### src/rtl/fb_pkg.sv
// Shared geometry, state encoding and address type for the ping-pong frame buffer sequencer.
package fb_pkg;
  localparam int FB_W       = 160;
  localparam int FB_H       = 120;
  localparam int FB_DEPTH   = FB_W * FB_H;
  localparam int SCALE_LOG2 = 2;
  localparam int HPIXELS    = 640;
  localparam int VPIXELS    = 480;
  localparam logic [7:0] CLEAR_COLOR = 8'h00;

  typedef enum logic [1:0] {CLEAR, DRAW, WAIT_SWAP} fb_state_t;
  typedef logic [15:0] fb_addr_t;
endpackage

### src/rtl/fb_addr_calc.sv
// Linear frame-buffer address from buffer coordinates: y*FB_W + x, 16-bit unsigned.
module fb_addr_calc
  import fb_pkg::*;
(
  input  logic [7:0]  x,
  input  logic [7:0]  y,
  output logic [15:0] addr
);

  assign addr = ({8'd0, y} * 16'(FB_W)) + {8'd0, x};

endmodule

### src/rtl/fb_swap_ctrl.sv
// Ping-pong frame buffer sequencer: clears the back buffer, arbitrates renderer writes,
// swaps buffers at end of visible frame and generates the scaled scan-out address.
//   state     | meaning
//   CLEAR     | writing CLEAR_COLOR to every back-buffer address
//   DRAW      | renderer owns the back buffer
//   WAIT_SWAP | renderer done, waiting for frame_end to swap
module fb_swap_ctrl
  import fb_pkg::*;
(
  input  logic        clk,
  input  logic        rst_n,
  input  logic [9:0]  vga_h,
  input  logic [9:0]  vga_v,
  input  logic        draw_req,
  input  logic [7:0]  draw_x,
  input  logic [6:0]  draw_y,
  input  logic [7:0]  draw_data,
  input  logic        draw_done,
  output logic        draw_ack,
  output logic        frame_start,
  output logic        wr_en,
  output logic [15:0] wr_addr,
  output logic [7:0]  wr_data,
  output logic        buf_sel,
  output logic [15:0] rd_addr,
  output logic [7:0]  frames_dropped
);

  if (FB_DEPTH > 65536) begin : g_depth_chk
    $error("fb_swap_ctrl: FB_W*FB_H exceeds the 16-bit address space");
  end

  fb_state_t state, next_state;
  fb_addr_t  clear_cnt;
  fb_addr_t  draw_addr, scan_addr;
  logic      frame_end, last_clear, draw_in_range, scan_in_range;

  assign frame_end     = (vga_h == 10'(HPIXELS - 1)) && (vga_v == 10'(VPIXELS - 1));
  assign last_clear    = (clear_cnt == 16'(FB_DEPTH - 1));
  assign draw_in_range = (draw_x < 8'(FB_W)) && (draw_y < 7'(FB_H));
  assign scan_in_range = (vga_h < 10'(HPIXELS)) && (vga_v < 10'(VPIXELS));

  fb_addr_calc u_wr_calc (
    .x    (draw_x),
    .y    ({1'b0, draw_y}),
    .addr (draw_addr)
  );

  fb_addr_calc u_rd_calc (
    .x    (8'(vga_h >> SCALE_LOG2)),
    .y    (8'(vga_v >> SCALE_LOG2)),
    .addr (scan_addr)
  );

  always_ff @(posedge clk) begin
    if (!rst_n) state <= CLEAR;
    else        state <= next_state;
  end

  always_comb begin
    next_state = state;
    draw_ack   = 1'b0;
    case (state)
      CLEAR:     if (last_clear) next_state = DRAW;
      DRAW: begin
        draw_ack = rst_n & draw_req;
        if (draw_done) next_state = WAIT_SWAP;
      end
      WAIT_SWAP: if (frame_end) next_state = CLEAR;
      default:   next_state = CLEAR;
    endcase
  end

  always_ff @(posedge clk) begin
    if (!rst_n) begin
      clear_cnt      <= '0;
      buf_sel        <= 1'b0;
      wr_en          <= 1'b0;
      wr_addr        <= '0;
      wr_data        <= '0;
      frame_start    <= 1'b0;
      frames_dropped <= '0;
      rd_addr        <= '0;
    end else begin
      wr_en       <= 1'b0;
      frame_start <= (state == CLEAR) && last_clear;
      rd_addr     <= scan_in_range ? scan_addr : '0;
      case (state)
        CLEAR: begin
          wr_en     <= 1'b1;
          wr_addr   <= clear_cnt;
          wr_data   <= CLEAR_COLOR;
          clear_cnt <= clear_cnt + 16'd1;
        end
        DRAW: begin
          // Out-of-range requests are acknowledged but never reach the RAM.
          if (draw_ack && draw_in_range) begin
            wr_en   <= 1'b1;
            wr_addr <= draw_addr;
            wr_data <= draw_data;
          end
        end
        WAIT_SWAP: begin
          if (frame_end) begin
            buf_sel   <= ~buf_sel;
            clear_cnt <= '0;
          end
        end
        default: ;
      endcase
      // A frame_end outside WAIT_SWAP means the same front buffer is shown again.
      if (frame_end && (state != WAIT_SWAP) && (frames_dropped != 8'hFF))
        frames_dropped <= frames_dropped + 8'd1;
    end
  end

endmodule

### config.mk
export PLATFORM = sky130hd
export DESIGN_NAME = fb_swap_ctrl
export DESIGN_NICKNAME = d
export VERILOG_FILES = /design/src/rtl/fb_pkg.sv /design/src/rtl/fb_addr_calc.sv /design/src/rtl/fb_swap_ctrl.sv
export SDC_FILE = /design/constraint.sdc
export NUM_CORES = 1
export LEC_CHECK = 0
export BUFFER_PORTS_ARGS = -buffer_cell sky130_fd_sc_hd__buf_4
export CAP_MARGIN = 25
export CORE_MARGIN = 1
export CORE_UTILIZATION = 35
export DETAILED_ROUTE_END_ITERATION = 7
export PLACE_DENSITY = 0.66
export SLEW_MARGIN = 20
export SYNTH_ARGS = -nofsm -noshare
export SYNTH_HDL_FRONTEND = slang
export SYNTH_HIERARCHICAL = 1
export SYNTH_SLANG_ARGS = --single-unit
### constraint.sdc
create_clock -name clk -period 2.4 [get_ports clk]
set_input_delay 0.36 -clock clk [delete_from_list [all_inputs] [get_ports clk]]
set_output_delay 0.36 -clock clk [all_outputs]
set_load 0.02 [all_outputs]
==> impl_results.md, run 1 <==
* Final period util at 0.998
* GPL Wtd Cong at 0.866
* Synth top cells by count: dfxtp_1, nor2_1, ha_1, nand3_1, nand2_1
* FF+latch count, synth at 69
* DR DRC count at 4
* Initial antenna violation count at 0
* CP Data Required Time at 2.62 ns
* Cell area after layout at 5870 sq um
* NetSw at 0.877 mW
* Max-Cap Viols at 0
* Placed cell area at 5460 sq um
* Total iterations of the first detailed-routing run at 8
* VDD IR max at 0.000363 V
* Cell Pwr Density at 557 nW/um^2
* Share of post-route cells with drive strength above 1 at 0.344
* CTS buffer count at 9
* Antenna cells at 0
* Main synth FF type: dfxtp_1
* FILL cells at 1084
* Vias in the first global route at 3901
* Top-count cell post-synth: dfxtp_1
* Critical Path, Cell by Cell: buf_4 > ha_4 > ha_4 > fa_2 > xor2_2 > o21ai_0 > nor4_1 > buf_4 > nand4_1 > xnor2_1 > and2_2
* Outcome: complete, but fails checks
* Arrival @ worst endpoint at 2.62 ns
* Kind of critical path: input port to register
* Worst slew pin tran at 0.620 ns
* First-pass GRT wire length at 18.0 mm
* Pleak at 2.50 nW
* Full die area at 12600 sq um
* Syn Inst Count at 480
* Worst Skew at 0.00525 ns
* H-tree Lvls at 3
* CTS clk-pin slew, worst paths at 0.05 ns
* IO Pins at 99
* Die height at 112 um
* Setup TNS at 0 ns
* Initial Utilization at 0.367
* Synth warn at 6
* Worst slew margin at 0.585
* Count of final setup violators at 0
* WL final at 10.8 mm
* Post-synthesis cell area at 4260 sq um
* Switch share at 0.268
* Hold crit path type: input port to register
* Total GRT Usage at 0.177
* Sequential power share at 0.361
* Layout Area Growth over Synthesis at 37.9%
* Wirelength per Cell at 14.1 um
* Comb power frac at 0.231
* Unrepaired setup endpoints after global routing: yes
* Post-synth EDFFs at 0
* Internal power at 2.40 mW
* Clock power frac at 0.409
* Final Util at 0.506
* Largest net degree at the start of global routing at 46
* Count of final hold-check violations at 0
* Drt initial violations at 185
* IO buf count at 98
* CP peak stage delay at 0.43 ns
* Fmax at 418 MHz
* Seq/Total Area, Yosys at 0.324
* Root Buffer: clkbuf_16
* Failing checks: DRC
* Avg Inst Size Synth at 8.87 sq um
* Clock tree buffer depth at 2
* Synth top area share at 0.324
* Slowest CP cell: fa_2
* Synth cell types at 60
* Fin. max-slew vios at 0
* Row cnt at 39
* Grt total ovfl at 0
* Post-route ant nets at 0
* Crit-path max FO at 3
* Clk_lat worst skew at 0.33 ns
* Min Hold Slack at 0.256 ns
* Die X at 112 um
* Synth area leader: dfxtp_1
* FFs w/ async S/R, synth at 0
* Vias per inst at 5.18
* CTS tree: done
* CP Capture Type: register
* Tmin final at 2.39 ns
* Ranking of synthesized cells by area: dfxtp_1, ha_1, mux2i_1
* Vias post-DR at 3977
* Fin nets at 703
* Clock Sinks at 69
* Critical Path Start Type: input port
* Hpwl dp at 8.21 mm
* CORE AREA at 11600 sq um
==> area by class of cell <==
cell class                 count  area (sq um)  area share
clock buffer                  11           243      0.0413
timing repair buffer         151          1140       0.194
clock inverter                 5          60.1      0.0102
inverter                      16          60.1      0.0102
sequential                    69          1380       0.235
multi-input combinational    373          2810       0.478
tap                          143           179      0.0305
==> final timing paths <==
path | from | end | slack [ns] | depth (start not counted)
hold / removal | vga_h[6] | rd_addr[4] | 0.26 | 2
hold reg to reg | wr_data[2] | wr_data[2] | 0.47 | 2
setup reg to reg | state[0] | clear_cnt[9] | 0.58 | 5
setup / recovery | vga_v[3] | rd_addr[14] | 0.005 | 11
==> through the flow <==
step                std cells  setup slack, ns  total power [mW]
detailed placement        749           -0.292              1.91
global route              768           -0.133              3.44
finish                    768          0.00529              3.27
global placement          749           -0.296              1.89
CTS                       765           0.0374              3.27
floorplan                 487         -0.00630              1.63
==> timing repair <==
action,in CTS,in global routing
endpoints found under the setup margin,0,7
buffers inserted,0,3
hold buffers,0,0
resized for setup,0,15
==> power by group through the flow <==
stage / clock [mW] / sequential [mW] / combinational, mW
global route: 1.43 / 1.18 / 0.830
floorplan: 0 / 1.22 / 0.402
global placement: 0 / 1.20 / 0.690
CTS: 1.38 / 1.18 / 0.710
detailed placement: 0 / 1.20 / 0.703
finish: 1.34 / 1.18 / 0.756
==> metal layers <==
metal	part of all wire	track usage
met3	0.059	0.0583
met5	0	0
met2	0.49	0.298
met4	0.024	0.0711
met1	0.43	0.208
==> flip-flops by register name, summed over array words and instances, names as in the netlist <==
| signal | count |
|---|---|
| buf_sel | 1 |
| frames_dropped | 8 |
| wr_en | 1 |
| wr_addr | 16 |
| state | 2 |
| rd_addr | 16 |
| wr_data | 8 |
| frame_start | 1 |
| clear_cnt | 16 |
==> worst max-delay path, delay by kind of cell <==
kind,cells,cell delay [ns]
xor gates and xnor gates,2,0.39
AOI/OAI and AO/OA,1,0.16
adders and majority gates,3,0.83
buffers and inverters,2,0.31
and+or+nand+nor,3,0.57
==> cell usage in the layout, fill, tap and decap left out, types with 4 or more instances in the layout <==
cell type / netlist / final
o21ai_0: 18 / 14
ha_4: 0 / 5
a31oi_1: 4 / 4
buf_4: 10 / 150
conb_1: 1 / 8
mux2i_1: 22 / 22
o31ai_1: 4 / 4
nor2_1: 38 / 38
xor2_1: 5 / 5
xnor2_1: 13 / 13
nand3_1: 32 / 32
a211oi_1: 17 / 17
ha_1: 32 / 26
nor3b_1: 4 / 4
nor3_1: 8 / 8
a21oi_1: 21 / 21
nand2_1: 30 / 30
a21o_1: 4 / 4
clkbuf_16: 0 / 9
inv_1: 15 / 15
nand4_1: 16 / 16
o21a_1: 4 / 4
and2_2: 16 / 16
nand2b_1: 9 / 9
dfxtp_1: 69 / 69
nor2b_1: 6 / 5
or2_2: 5 / 5
==> cells by family after synthesis <==
family | synth area share
AOI/OAI and AO/OA | 0.157
xor gates and xnor gates | 0.0447
adders and majority gates | 0.113
buffers and inverters | 0.0517
DFF | 0.324
muxes | 0.0543
other | 0.000880
and+or+nand+nor | 0.254
No activity file was read; power rests on OpenSTA's default activity.
==> run 2, diff against run 1 <==
Settings changed: PLACE_DENSITY 0.66 to 0.59.
==> run 2 against run 1 <==
- the run still ends with DRC left
- utilization grew 0.086 points
- non-clock buffer count is 2 lower
- final area rose by 0.17%
- die area did not move
- final cell count shrank 0.39%
- worst setup slack gained 0.062 ns
- critical path type unchanged
- critical endpoint is now wr_addr[15]
- largest cell class unchanged
- largest power group unchanged
==> impl_results.md, run 2 (synthesized netlist as in run 1, its figures left out) <==
* Die height at 112 um
* Setup TNS at 0 ns
* Pleak at 2.49 nW
* Vias per inst at 5.15
* Final period util at 0.972
* Crit-path max FO at 3
* Reg2Reg Capture Point: state[0]
* Total iterations of the first detailed-routing run at 6
* CP Capture Type: register
* CTS clk-pin slew, worst paths at 0.05 ns
* R2R Path Start: clear_cnt[0]
* IO buf count at 98
* Fin. max-slew vios at 0
* Die X at 112 um
* R2R depth at 6
* Worst Skew at 0.00452 ns
* Clock tree buffer depth at 2
* Vias post-DR at 3940
* Failing checks: DRC
* Worst hold path stage count at 2
* Critical Path Start Type: input port
* Hold crit path type: input port to register
* Largest net degree at the start of global routing at 46
* H-tree Lvls at 3
* CTS tree: done
* WL final at 10.8 mm
* Clock Sinks at 69
* Kind of critical path: input port to register
* Count of final setup violators at 0
* Most frequent cells in the layout: buf_4, dfxtp_1, nor2_1
* Tmin final at 2.33 ns
* Cell Pwr Density at 545 nW/um^2
* Total GRT Usage at 0.174
* Layout Area Growth over Synthesis at 38.1%
* Antenna cells at 0
* Worst slew pin tran at 0.614 ns
* Root Buffer: clkbuf_16
* Largest registers: clear_cnt: 16 flops, rd_addr: 16 flops, wr_addr: 16 flops
* Arrival @ worst endpoint at 2.58 ns
* VDD IR max at 0.000295 V
* CORE AREA at 11600 sq um
* IO Pins at 99
* Initial Utilization at 0.367
* Clk_lat worst skew at 0.33 ns
* Outcome: complete, but fails checks
* Share of post-route cells with drive strength above 1 at 0.346
* GPL Wtd Cong at 0.803
* Wirelength per Cell at 14.1 um
* DR DRC count at 4
* Post-route ant nets at 0
* # hold bufs at CTS at 0
* Min-delay src: vga_h[3]
* CP Data Required Time at 2.64 ns
* Full die area at 12600 sq um
* Unrepaired setup endpoints after global routing: yes
* Initial antenna violation count at 0
* Critical Path Source: draw_y[1]
* Final Util at 0.506
* Worst slew margin at 0.587
* Leading cell type in the layout, fill and taps excluded: buf_4
* Pwr Total at 3.21 mW
* Count of final hold-check violations at 0
* Vias in the first global route at 3779
* Drt initial violations at 148
* First-pass GRT wire length at 17.6 mm
* Fmax at 429 MHz
* FF-to-FF setup slack at 0.54 ns
* CTS buffer count at 9
* Max-Cap Viols at 0
* Grt total ovfl at 0
* Hpwl dp at 8.25 mm
* Row cnt at 39
* Endpoint, Worst Hold: rd_addr[1]
* Fin nets at 701
## run 2: metrics by stage
step	cells	hold slack (ns)	setup slack [ns]	cell area, sq um
global placement	748	0.457	-0.253	5470
CTS	764	0.247	0.000597	5760
global route	765	0.246	-0.0558	5880
finish	765	0.256	0.0673	5880
detailed placement	748	0.461	-0.344	5470
floorplan	487	0.462	-0.00630	4330
## run 2: layer usage
| metal | routed length [um] | track usage | vias to the layer above |
|---|---|---|---|
| met5 | 0 | 0 | - |
| li1 | - | - | 2010 |
| met1 | 4550 | 0.194 | 1814 |
| met4 | 153 | 0.0578 | 0 |
| met2 | 5380 | 0.314 | 103 |
| met3 | 687 | 0.0562 | 13 |
## run 2: timing repair
action | 4_1_cts | 5_1_grt
gates resized for setup | 1 | 20
pin swaps | 2 | 11
setup endpoints to repair | 1 | 7
setup buffers | 1 | 1
## run 2: where the power goes
| part | internal, mW | switching (mW) |
|---|---|---|
| logic | 0.399 | 0.364 |
| clock network | 0.792 | 0.474 |
| registers | 1.17 | 0.0120 |
## run 2: worst max-delay path: stages
cell and delay [ns]:
buf_4 0.12, ha_4 0.21, ha_4 0.16, fa_2 0.41, xor2_2 0.15, buf_4 0.14, o2111ai_4 0.12, nor4b_4 0.37
nand4_1 0.14, nand3_1 0.09, mux2i_1 0.07, a211oi_1 0.23
## run 2: worst max path at each step
stage,endpoint,depth (start not counted)
3_5_place_dp,wr_addr[12],12
6_report,wr_addr[15],12
3_3_place_gp,rd_addr[14],11
5_1_grt,wr_addr[15],12
2_1_floorplan,wr_addr[15],10
4_1_cts,wr_addr[12],12
## run 2: final cells by class
cell class              count  area, sq um
fillers                  1113         5730
multi-input cells         373         2840
flip-flops and latches     69         1380
repair buffers            149         1140
clock buffers              10          229
well taps                 143          179
inverters                  16         60.1
clock inverters             5         52.6
==> run 3, diff against run 2 <==
Settings changed: PLACE_DENSITY 0.59 to 0.55.
==> run 3 against run 2 <==
- the flow still finishes with violations (DRC)
- worst hold slack lost 0.0079 ns
- wire length grew 3.4%
- non-clock buffer count grew 1
- maximum frequency grew 2.8%
- combinational power shrank 3.7%
- critical path type unchanged
- critical endpoint is now rd_addr[15]
- highest routed layer unchanged
==> impl_results.md, run 3 (synthesized netlist as in run 1, its figures left out) <==
* Drt initial violations at 191
* Fmax at 441 MHz
* Fin nets at 702
* Cell Pwr Density at 545 nW/um^2
* H-tree Lvls at 3
* Row cnt at 39
* Fin. max-slew vios at 0
* IO Pins at 99
* Worst Skew at 0.00547 ns
* Pleak at 2.49 nW
* Clk_lat worst skew at 0.33 ns
* Grt total ovfl at 0
* Outcome: complete, but fails checks
* Failing checks: DRC
* VDD IR max at 0.000373 V
* Die height at 112 um
* NetSw at 0.886 mW
* Share of post-route cells with drive strength above 1 at 0.348
* Unrepaired setup endpoints after global routing: yes
* Kind of critical path: input port to register
* Count of final setup violators at 0
* Wirelength per Cell at 14.5 um
* # hold bufs at CTS at 0
* CORE AREA at 11600 sq um
* Non-filler cells in the finished layout at 767
* Root Buffer: clkbuf_16
* Comb power frac at 0.231
* Antenna cells at 0
* Worst slew pin tran at 0.604 ns
* Die X at 112 um
* Post-route ant nets at 0
* Total iterations of the first detailed-routing run at 8
* Max-Cap Viols at 0
* Largest registers: clear_cnt: 16 flops, rd_addr: 16 flops, wr_addr: 16 flops
* Initial Utilization at 0.367
* DR DRC count at 5
* Pwr Total at 3.18 mW
* Critical Path Start Type: input port
* Reg2Reg Capture Point: clear_cnt[9]
* WL final at 11.1 mm
* Clock power frac at 0.399
* Final setup margin at 0.131 ns
* Worst hold path stage count at 2
* Min Hold Slack at 0.248 ns
* Largest net degree at the start of global routing at 46
* CTS clk-pin slew, worst paths at 0.06 ns
* Initial antenna violation count at 0
* Internal power at 2.30 mW
* IO buf count at 98
* Hpwl dp at 8.50 mm
* Hold crit path type: input port to register
* Layout Area Growth over Synthesis at 37.1%
* Clock Sinks at 69
* Count of final hold-check violations at 0
* CP Capture Type: register
* Tmin final at 2.27 ns
* Switch share at 0.278
* CTS buffer count at 9
* Placed insts at 750
* Final period util at 0.945
* Dpl ws at -0.300 ns
* CP Data Required Time at 2.68 ns
* Vias per inst at 5.13
* Clock tree buffer depth at 2
* Vias post-DR at 3931
* GPL Wtd Cong at 0.818
* Endpoint, Worst Hold: rd_addr[3]
* Arrival @ worst endpoint at 2.55 ns
* Crit-path max FO at 4
* FF-to-FF setup slack at 0.54 ns
* CTS tree: done
* Leading cell type in the layout, fill and taps excluded: buf_4
* R2R Path Start: state[1]
* Total GRT Usage at 0.186
* Sequential power share at 0.371
* R2R depth at 5
* Worst slew margin at 0.594
* Vias in the first global route at 3819
* Most frequent cells in the layout: buf_4, dfxtp_1, nor2_1
* First-pass GRT wire length at 18.8 mm
* Full die area at 12600 sq um
* Min-delay src: vga_h[5]
[run 3: metrics by stage]
step           instance area (sq um)   util  TNS [ns]
2_1_floorplan                   4330      -  -0.00946
3_3_place_gp                    5470  0.471     -1.89
3_5_place_dp                    5470  0.471     -2.01
4_1_cts                         5760  0.496         0
5_1_grt                         5840  0.503   -0.0795
6_report                        5840  0.503         0
[run 3: how the worst max path moves through the flow]
stage          startpoint          end  slack (ns)  cells past startpoint
2_1_floorplan   draw_y[1]  wr_addr[15]      -0.006                     10
3_3_place_gp     vga_v[3]  rd_addr[14]       -0.29                     11
3_5_place_dp     vga_v[3]  rd_addr[14]       -0.30                     11
4_1_cts          vga_v[3]  rd_addr[14]        0.04                     11
5_1_grt         draw_y[3]  wr_addr[14]       -0.05                     12
6_report         vga_v[3]  rd_addr[15]        0.13                     10
[run 3: worst max-delay path, cell delays in order]
cell and delay [ns]:
buf_4 0.12, ha_1 0.28, ha_1 0.22, fa_2 0.42, a211oi_4 0.29, o22ai_1 0.16, nor4b_4 0.33, a32oi_1 0.15
nand3_1 0.09, and2_2 0.13
[run 3: timing repair]
item,in CTS,in global routing
setup buffers,0,1
gates resized for setup,0,15
setup endpoints to repair,0,5
[run 3: per-layer routing]
layer	wire, um	track usage	part of all wire	up-vias
met5	0	0	0	-
met4	170	0.0649	0.015	0
met3	626	0.0470	0.056	12
met2	5420	0.316	0.49	80
met1	4920	0.229	0.44	1825
li1	-	-	-	2014
[run 3: final cells by class]
| class | instances | area [sq um] |
|---|---|---|
| Clock buffer | 11 | 253 |
| Tap cell | 143 | 179 |
| Multi-Input combinational cell | 373 | 2800 |
| Fill cell | 1122 | 5770 |
| Timing Repair Buffer | 150 | 1130 |
| Clock inverter | 5 | 35.0 |
| Sequential cell | 69 | 1380 |
| Inverter | 16 | 60.1 |
[run 3: power groups by stage]
stage               sequential, mW  combinational (mW)  clock, mW
floorplan                     1.22               0.402          0
global placement              1.20               0.692          0
detailed placement            1.21               0.697          0
CTS                           1.18               0.704       1.31
global route                  1.18               0.809       1.35
finish                        1.18               0.734       1.27
